File: config.mk
export PLATFORM = sky130hd
export DESIGN_NAME = cache_controller
export DESIGN_NICKNAME = d
export VERILOG_FILES = /design/src/rtl/cache_controller.sv
export SDC_FILE = /design/constraint.sdc
export NUM_CORES = 1
export LEC_CHECK = 0
export CAP_MARGIN = 10
export CORE_MARGIN = 2
export CORE_UTILIZATION = 24
export DETAILED_ROUTE_END_ITERATION = 6
export GPL_TIMING_DRIVEN = 0
export PLACE_DENSITY = 0.8
export SYNTH_ARGS = -nofsm -noshare
export SYNTH_HDL_FRONTEND = slang
export SYNTH_SLANG_ARGS = --single-unit
export TNS_END_PERCENT = 1
File: constraint.sdc
create_clock -name clk -period 2.6 [get_ports clk]
set_clock_uncertainty 0.2 [all_clocks]
set_input_delay 0.78 -clock clk [delete_from_list [all_inputs] [get_ports clk]]
set_output_delay 0.78 -clock clk [all_outputs]
set_load 0.01 [all_outputs]
File: src/rtl/cache_controller.sv
// Control FSM for a direct-mapped, write-back L1 data cache.
// Compares the request tag against the indexed line, then sequences
// dirty write-back and line allocation over a handshaked L2 interface.
// Holds no tag or data storage; only strobes to the external arrays.
module cache_controller (
    input  logic        clk,
    input  logic        reset,
    input  logic        ld,
    input  logic        st,
    input  logic [31:0] addr,
    input  logic        valid,
    input  logic        dirty,
    input  logic [20:0] tag_loaded,
    input  logic        l2_ack,
    input  logic        write_done,
    output logic        hit,
    output logic        miss,
    output logic        load_ready,
    output logic        write_l1,
    output logic        write_l2,
    output logic        read_l2,
    output logic [1:0]  state
);

    typedef enum logic [1:0] {
        StIdle       = 2'b00,
        StCompareTag = 2'b01,
        StWriteBack  = 2'b10,
        StAllocate   = 2'b11
    } state_e;

    state_e state_q, state_d;
    logic   op_store_q, op_store_d;  // 0 = load, 1 = store
    logic   tag_match;
    logic   cache_hit;
    logic   unused_addr;

    assign tag_match   = (addr[31:11] == tag_loaded);
    assign cache_hit   = valid & tag_match;
    // Index/offset bits select the line outside this block.
    assign unused_addr = ^addr[10:0];

    // State and latched operation type; synchronous active-low reset.
    always_ff @(posedge clk) begin
        if (!reset) begin
            state_q    <= StIdle;
            op_store_q <= 1'b0;
        end else begin
            state_q    <= state_d;
            op_store_q <= op_store_d;
        end
    end

    // Next-state and output decode.
    always_comb begin
        state_d    = state_q;
        op_store_d = op_store_q;
        hit        = 1'b0;
        miss       = 1'b0;
        load_ready = 1'b0;
        write_l1   = 1'b0;
        write_l2   = 1'b0;
        read_l2    = 1'b0;

        unique case (state_q)
            StIdle: begin
                if (ld || st) begin
                    // Load wins when both are requested.
                    op_store_d = ~ld;
                    state_d    = StCompareTag;
                end
            end
            StCompareTag: begin
                if (cache_hit) begin
                    hit        = 1'b1;
                    load_ready = ~op_store_q;
                    write_l1   = op_store_q;
                    state_d    = StIdle;
                end else begin
                    miss    = 1'b1;
                    state_d = (valid && dirty) ? StWriteBack : StAllocate;
                end
            end
            StWriteBack: begin
                write_l2 = 1'b1;
                if (write_done) begin
                    state_d = StAllocate;
                end
            end
            StAllocate: begin
                read_l2 = 1'b1;
                if (l2_ack) begin
                    // Line fill into L1, then re-compare with the new tag.
                    write_l1 = 1'b1;
                    state_d  = StCompareTag;
                end
            end
            default: state_d = StIdle;
        endcase
    end

    assign state = state_q;

endmodule

## Word-level counts from Yosys, hierarchy flattened

Index checks and enable logic that the tools add are counted.

- Output and inout bits: 8
- Logic and storage cells: 34
- Bits in registers: 3

- Equality and inequality tests: 7
- Reduce and logical (&&, ||, !) cells: 5
- Bitwise logic cells: 3
- Muxes and demuxes: 17

Operators by type and width:

| kind | count |
|---|---|
| $eq 21x21->1 | 1 |
| $mux 1 | 11 |
| $mux 2 | 4 |
| $pmux 2 s4 | 1 |
| $ne 2x2->1 const B | 3 |
| $eq 2x2->1 const B | 2 |
| $reduce_and 3->1 | 1 |
| $eq 2x1->1 const B | 1 |
| $logic_not 2->1 | 1 |
| $not 1->1 | 2 |
| $pmux 1 s2 | 1 |
| $reduce_and 2->1 | 1 |
| $and 1x1->1 | 1 |
| $logic_and 1x1->1 | 1 |
| $logic_or 1x1->1 | 1 |

## Depth between registers and ports, before layout

- Depth after elaboration: 4
- Mapped depth: 7

## Least setup slack after synthesis

No wires, ideal clock.

- Kind: input to output
- Start: in tag_loaded[17]
- End: out write_l1
- Path buffers: 0
- Slack: -158 ps
- Arrival time: 1,778 ps
- Data required time: 1,620 ps
- Stages on the path: 5
- Cell sequence: xnor2_1 nand4_1 nor4_2 nand3_1 o21ai_0

- Longest elaborated chain between the ends: 4

RTL lines:

| what | line | source |
|---|---|---|
| start: declaration | 13 | `input logic [20:0] tag_loaded,` |
| $eq 21x21->1 | 38 | `assign tag_match = (addr[31:11] == tag_loaded);` |
| $and 1x1->1 | 39 | `assign cache_hit = valid & tag_match;` |
| $mux 1 | 74 | `if (cache_hit) begin` |
| $pmux 1 s2 | 65 | `unique case (state_q)` |
| end: declaration | 19 | `output logic write_l1,` |

No other way between the ends.

## Worst setup path after layout

- Start: in tag_loaded[17]
- End: out load_ready

- Longest elaborated chain between the ends: 4

RTL lines:

| what | line | source |
|---|---|---|
| $eq 21x21->1 | 38 |  |
| $and 1x1->1 | 39 |  |
| $mux 1 | 74 |  |
| $mux 1 | 65 |  |
| end: declaration | 18 | `output logic load_ready,` |

No other way between the ends.

==> impl_metrics.tcl <==
set metrics [dict create \
    drc 0 \
    synthCells 66 \
    worst_pin_slew_ns 0.388 \
    path_clk_slew_ns 0.04 \
    layout.nets 198 \
    grt_pass1_vias 775 \
    yosysSeqAreaShare_pct 12.2 \
    violations "setup timing" \
    viasPerCell 4.60 \
    grt_pass1_wl_um 3180 \
    htreeDepth 1 \
    rsz0062_at_grt "yes" \
    die_h_um 49.3 \
    syn_nets 131 \
    finalHoldViolations 0 \
    syn_area_per_cell_um2 7.45 \
    num_rows 16 \
    layout-drive-gt1-share_pct 42.4 \
    synth_top_cells_by_count "xnor2_1, inv_1, nand2_1" \
    worstSkewPairLatency_ns 0.23 \
    drt-wirelength-per-cell_um 11.6 \
    synth_top_area_share_pct 32.1 \
    fin_tns_setup_ns -1.51 \
    coreArea_mm2 0.00194 \
    fmax_mhz 331 \
    cts.sinks 3 \
    final-setup-viol-count 4 \
    slew-limit-headroom_pct 74.2 \
    leakage_nw 0.537 \
    ys.flop_type "dfxtp_1" \
    pre_cts_slack_ns -1.13 \
    gp_congestion 0.786 \
    io_pins 69 \
    die-area_mm2 0.00243 \
    ir_drop_v 0.000267 \
    netlist.top_cell.by_area "xnor2_1" \
    dr.pass1.iters 6 \
    path_max_fanout 2 \
    slew_violations 0 \
    grt_max_degree 7 \
    drv_cap 0 \
    synth.area.top_cells "xnor2_1, dfxtp_1, ha_1" \
    yosysMostFrequentCell "xnor2_1" \
    end_kind "output port" \
    fin_crit_sh_pct 116 \
    wl_um 1840 \
    cts-root-buf "clkbuf_4" \
    die_w_um 49.3 \
    grt_overflow_total 0 \
    hold_buffers 0 \
    syn_to_final_growth_pct 127 \
    yosysWarnings 0 \
    synth_edf_count 0 \
    path_class "in2out" \
    drt_iter0_drc 4 \
    n_antenna_cell 0 \
    worstPathArrival_ns 2.04 \
    clockBufferDepth 2 \
    initial_utilization_pct 25.3 \
    hold_slack_ns 0.328 \
    cts_tree "yes" \
    yosysUniqueCellTypes 20 \
    fin_crit_ns 3.02 \
    ys_ff_latch 3 \
    timing.final.ws_setup_ns -0.422 \
    power_w 0.000493 \
    status "finished, violations left" \
    detail-route-antenna-nets 0 \
    num_vias 731 \
    hp-class "reg2reg" \
    p_per_area_mw_per_mm2 442 \
    antenna_found_initial 0 \
    cts_inserted_buffers 3 \
    ys_async_sr_fraction_pct 0 \
    syn_area_um2 492 \
    required_ns 1.62 \
    dp_hpwl_um 1580 \
    port_buffers 57 \
    start_kind "primary input" \
    grt_usage_pct 16.3 \
]
routing by layer:
layer,global-route usage [%],wire [um],vias up
li1,-,-,361
met1,14.7,593,325
met2,32.2,965,45
met3,8.28,284,0
met4,2.86,0,0
met5,0,0,-
worst paths after layout:
check | end | start | slack (ns) | cells past startpoint
max reg2reg | state[1] | state[0] | 0.72 | 7
max | load_ready | tag_loaded[17] | -0.42 | 8
min reg2reg | op_store_q | op_store_q | 0.33 | 2
min | op_store_q | op_store_q | 0.33 | 2
final cells by class:
cell class	instances	area (um^2)
Multi-Input combinational cell	55	470
Clock buffer	4	26.3
Timing Repair Buffer	62	495
Fill cell	189	826
Tap cell	27	33.8
Sequential cell	3	60.1
Inverter	8	30.0
report_power, final:
| group | total, W | switching [W] | leakage [nW] | internal, W |
|---|---|---|---|---|
| Combinational | 0.000322 | 0.000148 | 0.497 | 0.000173 |
| Sequential | 0.0000897 | 0.0000251 | 0.0248 | 0.0000646 |
| Clock | 0.0000816 | 0.0000241 | 0.0150 | 0.0000575 |
timing repair:
action / CTS / global route
setup endpoints to repair: 4 / 4
setup buffers: 6 / 0
gates resized for setup: 144 / 17
pin swaps: 28 / 13
cell usage in the layout (no fill, tap or decap), types with 4 or more instances in the layout:
cell type,synthesis,final
clkdlybuf4s50_1,0,10
buf_6,0,13
xnor2_1,18,11
nand4_1,4,4
clkbuf_2,0,9
inv_1,8,8
xnor2_2,0,7
ha_1,4,4
nand2_1,7,7
buf_2,0,15
buf_4,0,4
dlygate4sd2_1,0,9
metrics by stage:
stage                     cell area [um^2]  instances  util (%)
final                                 1120        159      57.5
after global routing                  1120        159      57.5
after CTS                             1130        159      58.0
after detailed placement              1100        150      56.9
after global placement                1100        150      56.9
after floorplan                        500         66         -
sequential cells by signal (all words and copies together), names as in the netlist:
register	cells
state	2
op_store_q	1
logic make-up after synthesis:
family	after synthesis	synth area share, %
fa+ha+maj	4	10.2
xor+xnor	18	32.1
buf+inv	8	6.11
compound gates	12	16.5
mux	1	2.04
flops	3	12.2
simple gates	20	20.9
critical path, cell delays in order:
cell	delay, ns
clkbuf_2	0.11
xnor2_2	0.15
nand4_1	0.11
nor4_2	0.31
nand3_1	0.17
buf_4	0.18
nor3_2	0.08
buf_2	0.15
Power figures use the tool's default switching activity.
